**config.mk**
```make
export PLATFORM = sky130hd
export DESIGN_NAME = mem_wb_stage
export DESIGN_NICKNAME = d
export VERILOG_FILES = /design/src/rtl/cpu_pkg.sv /design/src/rtl/load_align.sv /design/src/rtl/mem_wb_stage.sv
export SDC_FILE = /design/constraint.sdc
export NUM_CORES = 1
export LEC_CHECK = 0
export CAP_MARGIN = 20
export CORE_ASPECT_RATIO = 0.5
export CORE_MARGIN = 2
export CORE_UTILIZATION = 38
export DETAILED_ROUTE_END_ITERATION = 7
export PLACE_DENSITY = 0.91
export SLEW_MARGIN = 20
export SYNTH_ARGS = -nofsm -noshare
export SYNTH_HDL_FRONTEND = slang
export SYNTH_SLANG_ARGS = --single-unit
export TNS_END_PERCENT = 10
```
**constraint.sdc**
```tcl
create_clock -name clk -period 2 [get_ports clk]
set_clock_uncertainty 0.05 [all_clocks]
set_input_delay 0.2 -clock clk [delete_from_list [all_inputs] [get_ports clk]]
set_output_delay 0.2 -clock clk [all_outputs]
set_load 0.005 [all_outputs]
```
**src/rtl/cpu_pkg.sv**
```systemverilog
// Shared CPU encodings: load-type codes, write-back source select and data width.
package cpu_pkg;

  localparam int WB_DATA_W = 32;

  typedef enum logic [2:0] {
    LT_LW  = 3'b000,
    LT_LB  = 3'b001,
    LT_LBU = 3'b010,
    LT_LH  = 3'b011,
    LT_LHU = 3'b100
  } load_type_e;

  localparam logic WB_SEL_ALU = 1'b0;
  localparam logic WB_SEL_MEM = 1'b1;

endpackage

```
**src/rtl/load_align.sv**
```systemverilog
// Load lane select and sign/zero extension, little-endian; purely combinational.
// Unassigned load-type codes fall back to a full word.
module load_align
  import cpu_pkg::*;
(
  input  logic [2:0]           load_type,
  input  logic [1:0]           addr_lo,
  input  logic [WB_DATA_W-1:0] rdata,
  output logic [WB_DATA_W-1:0] data
);

  logic [7:0]  byte_lane;
  logic [15:0] half_lane;
  load_type_e  lt;

  assign lt = load_type_e'(load_type);

  always_comb begin
    byte_lane = rdata[7:0];
    case (addr_lo)
      2'd1:    byte_lane = rdata[15:8];
      2'd2:    byte_lane = rdata[23:16];
      2'd3:    byte_lane = rdata[31:24];
      default: byte_lane = rdata[7:0];
    endcase
  end

  assign half_lane = addr_lo[1] ? rdata[31:16] : rdata[15:0];

  always_comb begin
    data = rdata;
    case (lt)
      LT_LB:   data = {{24{byte_lane[7]}}, byte_lane};
      LT_LBU:  data = {24'd0, byte_lane};
      LT_LH:   data = {{16{half_lane[15]}}, half_lane};
      LT_LHU:  data = {16'd0, half_lane};
      default: data = rdata;
    endcase
  end

endmodule

```
**src/rtl/mem_wb_stage.sv**
```systemverilog
// MEM/WB pipeline register: 1-cycle capture of write-back data, one register write per instruction.
// stall holds the entry, flush bubbles it; define WB_DEBUG_EN for retired-count / last-PC outputs.
module mem_wb_stage
  import cpu_pkg::*;
(
  input  logic                 clk,
  input  logic                 rst,
  input  logic                 stall,
  input  logic                 flush,
  input  logic                 in_valid,
  input  logic [31:0]          in_pc,
  input  logic                 in_reg_we,
  input  logic                 in_wb_sel,
  input  logic [4:0]           in_rd,
  input  logic [WB_DATA_W-1:0] in_alu_result,
  input  logic [WB_DATA_W-1:0] in_mem_rdata,
  input  logic [2:0]           in_load_type,
  input  logic                 in_exception,
  output logic                 wb_we,
  output logic [4:0]           wb_addr,
  output logic [WB_DATA_W-1:0] wb_data,
  output logic                 wb_valid,
  output logic [31:0]          wb_pc,
  output logic                 fwd_hit_valid,
  output logic [4:0]           fwd_rd,
  output logic [WB_DATA_W-1:0] fwd_data
`ifdef WB_DEBUG_EN
  ,
  output logic [31:0]          dbg_retired_cnt,
  output logic [31:0]          dbg_last_pc
`endif
);

  logic                 valid_q;
  logic                 reg_we_q;
  logic                 written_q;
  logic [31:0]          pc_q;
  logic [4:0]           rd_q;
  logic [WB_DATA_W-1:0] data_q;
  logic [WB_DATA_W-1:0] align_data;
  logic [WB_DATA_W-1:0] data_next;

  load_align u_load_align (
    .load_type (in_load_type),
    .addr_lo   (in_alu_result[1:0]),
    .rdata     (in_mem_rdata),
    .data      (align_data)
  );

  assign data_next = (in_wb_sel == WB_SEL_MEM) ? align_data : in_alu_result;

  always_ff @(posedge clk) begin
    if (rst) begin
      valid_q   <= 1'b0;
      reg_we_q  <= 1'b0;
      written_q <= 1'b0;
      pc_q      <= '0;
      rd_q      <= '0;
      data_q    <= '0;
    end else if (flush) begin
      valid_q   <= 1'b0;
      reg_we_q  <= 1'b0;
      written_q <= 1'b0;
    end else if (stall) begin
      // The write already went out in the entry's first cycle; suppress repeats while held.
      written_q <= 1'b1;
    end else begin
      valid_q   <= in_valid;
      reg_we_q  <= in_valid & in_reg_we & ~in_exception & (in_rd != 5'd0);
      written_q <= 1'b0;
      pc_q      <= in_pc;
      rd_q      <= in_rd;
      data_q    <= data_next;
    end
  end

  assign wb_we    = valid_q & reg_we_q & ~written_q;
  assign wb_addr  = rd_q;
  assign wb_data  = data_q;
  assign wb_valid = valid_q;
  assign wb_pc    = pc_q;

  // Forwarding stays live for the whole hold, independent of the write-once flag.
  assign fwd_hit_valid = valid_q & reg_we_q & (rd_q != 5'd0);
  assign fwd_rd        = rd_q;
  assign fwd_data      = data_q;

`ifdef WB_DEBUG_EN
  always_ff @(posedge clk) begin
    if (rst) begin
      dbg_retired_cnt <= '0;
      dbg_last_pc     <= '0;
    end else if (valid_q & ~written_q) begin
      dbg_retired_cnt <= dbg_retired_cnt + 32'd1;
      dbg_last_pc     <= pc_q;
    end
  end
`endif

endmodule

```
=== Word-level counts from Yosys, hierarchy flattened ===
Index checks and enable logic that the tools add are counted.

* Equal/unequal tests: 7
* Multiplexer cells: 5
* Bitwise gates (word level): 10
* Reductions and logical operators: 4

{| class="wikitable"
|+ Operators with widths
! operator !! count
|-
| case mux 32 bit (4 select lines) || 1
|-
| 2-to-1 mux 32 bit || 1
|-
| case mux 8 bit (3 select lines) || 1
|-
| 2-to-1 mux 16 bit || 1
|-
| nonzero test 5 bit || 2
|-
| AND 1 bit || 6
|-
| equality test 3 x 2 -> 1 bit (second input constant) || 2
|-
| equality test 2 bit (second input constant) || 2
|-
| inverter 1 bit || 4
|-
| equality test 3 x 1 -> 1 bit (second input constant) || 1
|-
| equality test 3 bit (second input constant) || 1
|-
| equality test 2 x 1 -> 1 bit (second input constant) || 1
|-
| AND reduction 2 bit || 1
|-
| OR reduction 2 bit || 1
|-
| 2-to-1 mux 1 bit || 1
|}

* Flip-flop bits (word level): 72
* Input bits: 112
* Logic and storage cells: 32

=== Logic depth before layout (Yosys ltp) ===
Gate-level depths: netlist (run 1).

* Word-level depth: 4
* Mapped depth: 7
* Mapped depth without buffers: 5

=== Hierarchy ===
Synthesis (run 1) repeated with hierarchy kept, for this count alone.

* Cell total of the unflattened synthesis: 458
* Area total of the unflattened synthesis: 4119.0 sq um

{| class="wikitable"
|+ By module, submodules not included
! module !! times used !! cells each !! area each (sq um) !! sequential area each (sq um)
|-
| mem_wb_stage || 1 || 359 || 3235.6 || 1441.4
|-
| load_align || 1 || 99 || 883.3 || 0.0
|}

=== Worst setup path after synthesis (run 1) ===
Ideal clock, no wire load.

* Path type: input to register
* Start: input port in_alu_result[1]
* End: register data_q[21], in the netlist fwd_data[21]
* Setup time: 0.114 ns
* Arrival time: 1.408 ns
* Data required time: 1.836 ns
* Setup slack: 0.428 ns
* Stages: 6
* Cell sequence: buf_6 mux4_2 o21ai_4 buf_6 a31oi_1 a21o_1

* Cells in the longest elaborated chain, start to end: 4
* Elaborated cells between the ends (all ways): 7

{| class="wikitable"
|+ RTL lines
! element !! RTL line !! RTL
|-
| start, declared || mem_wb_stage.sv:15 || <nowiki>input logic [WB_DATA_W-1:0] in_alu_result,</nowiki>
|-
| equality test 2 bit / equality test 2 x 1 -> 1 bit (equally long branches) || load_align.sv:20 || <nowiki>case (addr_lo)</nowiki>
|-
| case mux 8 bit (3 select lines) || load_align.sv:20 ||
|-
| case mux 32 bit (4 select lines) * || load_align.sv:32 || <nowiki>case (lt)</nowiki>
|-
| 2-to-1 mux 32 bit * || mem_wb_stage.sv:50 || <nowiki>assign data_next = (in_wb_sel == WB_SEL_MEM) ? align_data : in_alu_result;</nowiki>
|-
| end signal, assigned || mem_wb_stage.sv:73 || <nowiki>data_q <= data_next;</nowiki>
|-
| end, declared || mem_wb_stage.sv:39 || <nowiki>logic [WB_DATA_W-1:0] data_q;</nowiki>
|}

Mark *: on every way between the ends. The rest lies on a longest branch, timed or not.
A chain may end at the register's enable or synchronous reset.

=== Final worst setup path (run 1) ===
* Start: input port in_alu_result[1]
* End: register data_q[12], in the netlist fwd_data[12]

The elaborated chain is that of the path after synthesis.

==> results of run 1 <==
==> logic make-up (layout without fill, tap and decap cells) <==
logic type | count (synthesis) | in the layout
multiplexers | 5 | 5
flip-flops | 72 | 72
buffers and inverters | 81 | 280
AO/OA/AOI/OAI | 177 | 177
XOR/XNOR | 2 | 2
AND/OR/NAND/NOR | 156 | 156
==> per-layer routing <==
metal  wire length, um  up-vias  track usage [%]
met1              5910     2081             33.5
met3              1110       23             6.37
met2              7430      195             44.2
met4               248        0             8.52
li1                  -     2079                -
met5                 0        -                0
==> through the flow <==
step / instance area (sq um) / std cells
2_1_floorplan: 3750 / 493
3_3_place_gp: 5990 / 811
3_5_place_dp: 5990 / 811
4_1_cts: 6270 / 827
5_1_grt: 6290 / 827
6_report: 6290 / 827
==> layout make-up <==
| class | instances | area (sq um) |
|---|---|---|
| Inverter | 6 | 22.5 |
| Multi-Input combinational cell | 340 | 1850 |
| Clock inverter | 6 | 42.5 |
| Tap cell | 135 | 169 |
| Clock buffer | 10 | 239 |
| Sequential cell | 72 | 1440 |
| Fill cell | 775 | 3220 |
| Timing Repair Buffer | 258 | 2530 |
==> cells in the final DEF, fill, tap and decap left out, drive strengths merged, types with 2 or more instances in the layout <==
master	synthesis	final
and2	2	2
o21ai	57	57
mux2i	3	3
clkbuf	24	10
clkinvlp	0	2
nor3b	3	3
nand2b	2	2
a211oi	8	8
a31oi	17	17
a21o	17	17
buf	51	38
a221oi	8	8
a32oi	7	7
a21oi	42	42
clkdlybuf4s50	0	220
o22ai	9	9
nor2	13	13
or3	2	2
clkinv	0	3
inv	6	7
dfxtp	72	72
a311oi	2	2
nand2	124	124
a21boi	3	3
==> report_power, final <==
part	leakage (nW)	internal, mW	total, mW	switching (mW)
clock network	0.135	0.875	1.50	0.628
registers	0.589	1.51	1.57	0.0588
logic	1.70	0.546	0.929	0.382
total	2.42	2.93	4.00	1.07
==> timing repair <==
item,in CTS,in global routing
resized for setup,0,3
endpoints found under the hold margin,0,0
endpoints found under the setup margin,0,3
hold buffers,0,0
==> state kept, by name (all words and copies together) (netlist names) <==
signal / flops
reg_we_q: 1
fwd_rd: 5
fwd_data: 32
wb_valid: 1
written_q: 1
wb_pc: 32
==> worst register-to-register path, stage by stage (launching register included) <==
cell and delay (ns):
sky130_fd_sc_hd__dfxtp_1 0.38, sky130_fd_sc_hd__nor2_1 0.07, sky130_fd_sc_hd__nor4b_1 0.25, sky130_fd_sc_hd__o21ai_0 0.13, sky130_fd_sc_hd__o22ai_1 0.19
==> synth_stat cells, drive strengths merged (3+ instances only) <==
library cell	number	area, sq um
nand2	124	465
inv	6	22.5
clkbuf	24	90.1
a32oi	7	61.3
a221oi	8	70.1
mux2i	3	30.0
a211oi	8	60.1
nor2	13	48.8
a31oi	17	106
nor3b	3	22.5
a21oi	42	210
buf	51	369
o22ai	9	56.3
a21boi	3	22.5
dfxtp	72	1440
o21ai	57	300
a21o	17	128
==> worst max path at each step <==
stage	start	endpoint	slack, ns
after global routing	in_alu_result[1]	fwd_data[12]	-0.009
after CTS	in_alu_result[1]	fwd_data[12]	0.03
after detailed placement	in_alu_result[1]	fwd_data[12]	-0.31
final	in_alu_result[1]	fwd_data[12]	0.06
after global placement	in_alu_result[1]	fwd_data[15]	-0.34
after floorplan	in_alu_result[1]	fwd_data[21]	0.43
==> results.txt, run 1 <==
- Skew-Pair Late Insertion Delay: 0.33 ns
* Delay contributed by the slowest stage of the critical path: 0.57 ns
- Critical Path, Cell by Cell: clkdlybuf4s50_1 > mux4_2 > nand2_1 > nand2_1 > a211oi_2 > o21ai_0
* Hold slack final: 0.361 ns
* Placeable core area: 0.00951 sq mm
- Run status: finished clean
* Worst min-delay path endpoint: wb_pc[6]
- Combined area of all synthesized cells: 0.00375 sq mm
- The number of cells on the worst reg-to-reg path is 4.
* Critical-path cell with the highest stage delay: sky130_fd_sc_hd__mux4_2
- The endpoint identified for the worst register-to-register timing path is fwd_data[14].
- For the final routed database, the setup TNS stands at 0 ns.
* Number of nets with antenna violations after routing: 0
- Entering global routing, the biggest net connects 59 pins.
* Cell repeated most along the worst path: sky130_fd_sc_hd__nand2_1
- Final weighted congestion of routability-driven global placement: 0.950
- Width of the die: 145 um
* Nets: 799
* Multiplexer area fraction after synthesis: 1.70%
- Dividing the detail-routed via count by the number of cells gives 5.29.
* Register area share after synthesis: 38.4%
* Wire length after detailed routing: 14.7 mm
* Time the worst path needs with I/O delays and setup: 1.94 ns
- Predominant post-synthesis flop cell: sky130_fd_sc_hd__dfxtp_1
* XOR/XNOR Fraction of Synth Area: 0.667%
- The count of pins over their slew limit is 0.
* Depth of the worst hold-timing path: 3
- The clock passes through at most 2 buffers.
- Complex-gate fraction of the synthesized area: 29.2%
* Starting density of the core: 39.5%
* H-Tree Level Count: 3
* Average size of a mapped cell: 7.61 sq um
* Row count: 25
- During synthesis, Yosys emitted a total of 0 warnings.
- Rel. slew slack: 54.8%
* Vias in the first global route: 4056
- For this block, the via count after detailed routing is 4378.
* Total routing usage reported by global routing: 26.1%
* Critical-path maximum fanout: 7
* Detailed router's first-iteration violation count: 480
- Data on the critical path arrives at its endpoint at 2.10 ns.
- First-pass GRT wire length: 21.4 mm
* Share of the clock period used by the worst path: 97.2%
* Number of post-CTS setup repair buffers: 0
* Final antenna diode count: 0
- The critical path is of the in2reg type.
* Clock Tree Root: sky130_fd_sc_hd__clkbuf_16
* Final design utilization: 66.2%
- Worst Slack Setup Final: 0.0567 ns
* Clock tree from TritonCTS: done
* Detailed placer's ending HPWL: 11.0 mm
- Clock-pin slew on the worst setup and hold paths: 0.06 ns
- VDD sags by at most 0.460 mV.
- Number of sinks driven by the clock tree: 72
- Number of buffers created by CTS: 9
- The count of buffers added on input and output ports is 220.
- After detailed routing, the number of remaining DRC violations is 0.
- Based on the critical path, the design can be clocked at up to 515 MHz.
* Beginning of the worst hold path: in_pc[6]
- Dividing the detail-routed wire length by the instance count gives 17.8 um.
* Worst-Margin Slew: 0.676 ns
* Count of max-cap constraint violations: 0
* Finish-stage setup viols: 0
- Total die area: 0.0107 sq mm
* Number of register bits inferred by synthesis: 72
- Vertical die dimension: 74.3 um
- After layout, the design draws a total of 4.00 mW.
* Final Hold Vio Count: 0
* RSZ-0062 raised after global routing: yes
* Crit start category: primary input
- After Yosys synthesis, and, or, nand and nor cells account for 17.2% of the synthesized area.
- First-pass iteration count of the detailed router: 5
* Required time reported for the critical path endpoint: 2.15 ns
- For this design the static power due to leakage is 2.42 nW.
* Synth Instances: 493
- The cell family contributing the most delay on the critical path is multiplexers.
* Grt ovf: 0
* Number of primary I/O pins: 221
* Area overhead of the layout relative to synthesis: 67.7%
* Critical Path Stages: 6
- The worst setup path is captured at a register.
- Post-synth net total: 605
- Combinational family with the most area after synthesis: compound AO/OA/AOI/OAI gates
- The min-delay analysis places its worst path in the category in2reg.
- The synthesized design contains 0 enable-type register cells.
* Power density over the cells: 636 mW/mm^2
* Post-Synth Adder-Cell Area: 0%
* Worst Path Buf+Inv: 1
* Initial antenna violation count: 0
* Setup slack of the most critical reg-to-reg path: 0.86 ns
- Prior to clock tree synthesis, the placed netlist has a worst setup slack of -0.306 ns.
- Of the cells placed in the final design, the portion with a size suffix greater than 1 is 9.39%.
- For this run, asynchronously set or reset flops after synthesis account for 0%.
- Count of cell types in the netlist: 48
* Critical R2R Launch: fwd_data[14]
Power figures use the tool's default switching activity.
==> inputs of run 2 (changes only) <==
--- a/config.mk
+++ b/config.mk
@@ -10,7 +10,9 @@
 export CORE_MARGIN = 2
 export CORE_UTILIZATION = 38
 export DETAILED_ROUTE_END_ITERATION = 7
-export PLACE_DENSITY = 0.91
+export PLACE_DENSITY = 0.86
+export REMOVE_ABC_BUFFERS = 1
+export SKIP_LAST_GASP = 1
 export SLEW_MARGIN = 20
 export SYNTH_ARGS = -nofsm -noshare
 export SYNTH_HDL_FRONTEND = slang
==> results.txt, run 2 (synthesized netlist as in run 1, its figures left out) <==
- Placed instance count: 813
- The initial antenna violation count came to 0.
- Dividing total power by cell area gives a power density of 683 mW/mm^2.
* Clock tree from TritonCTS: done
* Critical-path maximum fanout: 18
- The tightest min-delay check is of the in2reg type.
- In this run the cell area measured after placement is 0.00598 sq mm.
- Hold bufs inserted after CTS: 0
* Number of sinks driven by the clock tree: 72
* Commonest non-fill, non-tap cells in the layout: sky130_fd_sc_hd__clkdlybuf4s50_1 (218), sky130_fd_sc_hd__nand2_1 (124), sky130_fd_sc_hd__dfxtp_1 (72)
- Detailed router's first-iteration violation count: 323
- Critical Path, Cell by Cell: clkdlybuf4s50_1 > buf_4 > nand2_1 > a311oi_1 > buf_4 > o21ai_4 > buf_12 > a31oi_1 > a21o_1
- Final Hold Vio Count: 0
- Of the cells placed in the final design, the portion with a size suffix greater than 1 is 9.65%.
- After global routing the overflow that remains totals 0.
- Static timing analysis puts the maximum clock frequency at 554 MHz.
* Total of cells resized after clock tree synthesis: 0
* Finish-stage setup viols: 0
- Detailed placement ended at an HPWL of 9.66 mm.
- Counting along the longest clock path gives a buffer depth of 2.
- Most frequent standard cell in the layout excluding fill and tap cells: sky130_fd_sc_hd__clkdlybuf4s50_1
* Clock-pin slew on the worst setup and hold paths: 0.06 ns
- Width of the die: 145 um
- Run status: finished clean
* Critical-path cell with the highest stage delay: sky130_fd_sc_hd__clkdlybuf4s50_1
- Count of max-cap constraint violations: 0
* Number of post-CTS setup repair buffers: 0
- Critical Path Stages: 9
- Delay contributed by the slowest stage of the critical path: 0.50 ns
- Vias in the first global route: 3999
- Required time reported for the critical path endpoint: 2.22 ns
- Non-filler instance count after layout: 829
* RSZ-0062 raised after global routing: no
* Total die area: 0.0107 sq mm
- The worst setup path is captured at a register.
- Fill cells: 806
- Average detailed-routed wire length per instance: 15.6 um
* DRC errors left: 0
- Static power due to leakage: 2.45 nW
- Cell repeated most along the worst path: sky130_fd_sc_hd__buf_4
- The final layout contains 801 nets.
* Clock Tree Root: sky130_fd_sc_hd__clkbuf_16
- First-pass GRT wire length: 19.6 mm
- Vertical die dimension: 74.3 um
- Number of buffers created by CTS: 9
- Skew-Pair Late Insertion Delay: 0.33 ns
- Counting cells, the worst reg-to-reg path comes to 4.
- Worst Path Buf+Inv: 4
* Area overhead of the layout relative to synthesis: 68.6%
- The finished cells cover 0.00633 sq mm.
* Time the worst path needs with I/O delays and setup: 1.80 ns
* Pin count of the biggest net entering global routing: 29
* Final antenna diode count: 0
- Starting density of the core: 39.5%
- CTS built an H-tree with a depth of 3.
- Crit start category: primary input
* Input/output buffers: 220
- Tot Pwr: 4.33 mW
- The first detailed-routing pass took 6 iterations.
* Number of primary I/O pins: 221
* Final design utilization: 66.6%
- Rel. slew slack: 52.9%
* Depth of the worst hold-timing path: 4
* Final weighted congestion of routability-driven global placement: 0.929
- Wire length after detailed routing: 12.9 mm
- In the routed layout, each cell is associated on average with a via count of 5.18.
- Delay-heaviest family, CP: buffers and inverters
- The worst-case IR drop observed on VDD is 0.530 mV.
* Arrival time reported for the critical path endpoint: 2.03 ns
- Detailed routing inserted a total of 4293 vias.
- Share of the clock period used by the worst path: 90.2%
- The critical path in this run is classified as in2reg.
- In this run the standard cell core region covers 0.00951 sq mm.
* Total routing usage reported by global routing: 23.3%
- Worst-Margin Slew: 0.706 ns
- The count of pins over their slew limit came to 0.
* Post-Route Setup TNS: 0 ns
- In this run the remaining antenna-violating nets after routing total 0.
* Row count: 25
[run 2: changes by cell type in the layout (fill, tap and decap cells not counted), moves of 2 or more]
cell / before / now
sky130_fd_sc_hd__a211oi_2: 2 / 0
sky130_fd_sc_hd__buf_4: 34 / 39
sky130_fd_sc_hd__buf_2: 0 / 2
sky130_fd_sc_hd__a211oi_1: 6 / 8
sky130_fd_sc_hd__clkdlybuf4s50_1: 220 / 218
sky130_fd_sc_hd__bufinv_16: 0 / 3
sky130_fd_sc_hd__buf_12: 3 / 1
sky130_fd_sc_hd__clkinv_2: 2 / 0
[run 2: area by class of cell]
class / count / area, sq um / area share (%)
tap: 135 / 169 / 2.67
multi-input combinational: 340 / 1850 / 29.2
timing repair buffer: 260 / 2500 / 39.6
sequential: 72 / 1440 / 22.8
clock buffer: 10 / 229 / 3.62
clock inverter: 6 / 115 / 1.82
inverter: 6 / 22.5 / 0.356
[run 2: worst register-to-register path: cells and delay by family (launching register included)]
kind               cells  cell delay, ns
AOI/OAI and AO/OA      2            0.29
DFF                    1            0.38
and+or+nand+nor        2            0.28
[run 2: metal layers]
layer  wire length [um]  up-vias  global-route usage, %
li1                   -     2083                      -
met1               5340     2021                   27.5
met2               6570      170                   42.7
met3                805       19                   5.34
met4                197        0                   7.98
met5                  0        -                      0
[run 2: path summary, 6_finish.rpt]
path / from / end / slack [ns]
max: in_alu_result[1] / fwd_data[30] / 0.20
max reg2reg: fwd_data[14] / fwd_data[14] / 0.92
min: rst / fwd_data[2] / 0.31
min reg2reg: wb_pc[19] / wb_pc[19] / 0.40
[run 2: metrics by stage]
stage / hold WS [ns] / setup WS, ns
6_report: 0.309 / 0.196
2_1_floorplan: 0.219 / -0.679
5_1_grt: 0.339 / 0.0781
3_5_place_dp: 0.397 / -0.0898
4_1_cts: 0.314 / 0.229
3_3_place_gp: 0.389 / -0.0500
[run 2: power breakdown]
| group | switching (mW) | internal, mW | leakage (nW) |
|---|---|---|---|
| Sequential | 0.0525 | 1.51 | 0.589 |
| Clock | 0.636 | 1.22 | 0.163 |
| Combinational | 0.361 | 0.541 | 1.70 |
==> inputs of run 3 (changes only) <==
--- a/config.mk
+++ b/config.mk
@@ -9,6 +9,7 @@
 export CORE_ASPECT_RATIO = 0.5
 export CORE_MARGIN = 2
 export CORE_UTILIZATION = 38
+export CTS_CLUSTER_DIAMETER = 40
 export DETAILED_ROUTE_END_ITERATION = 7
 export PLACE_DENSITY = 0.86
 export REMOVE_ABC_BUFFERS = 1
==> results of run 3 <==
Same layout as run 2: the final DEF is identical, and so are final timing and power.
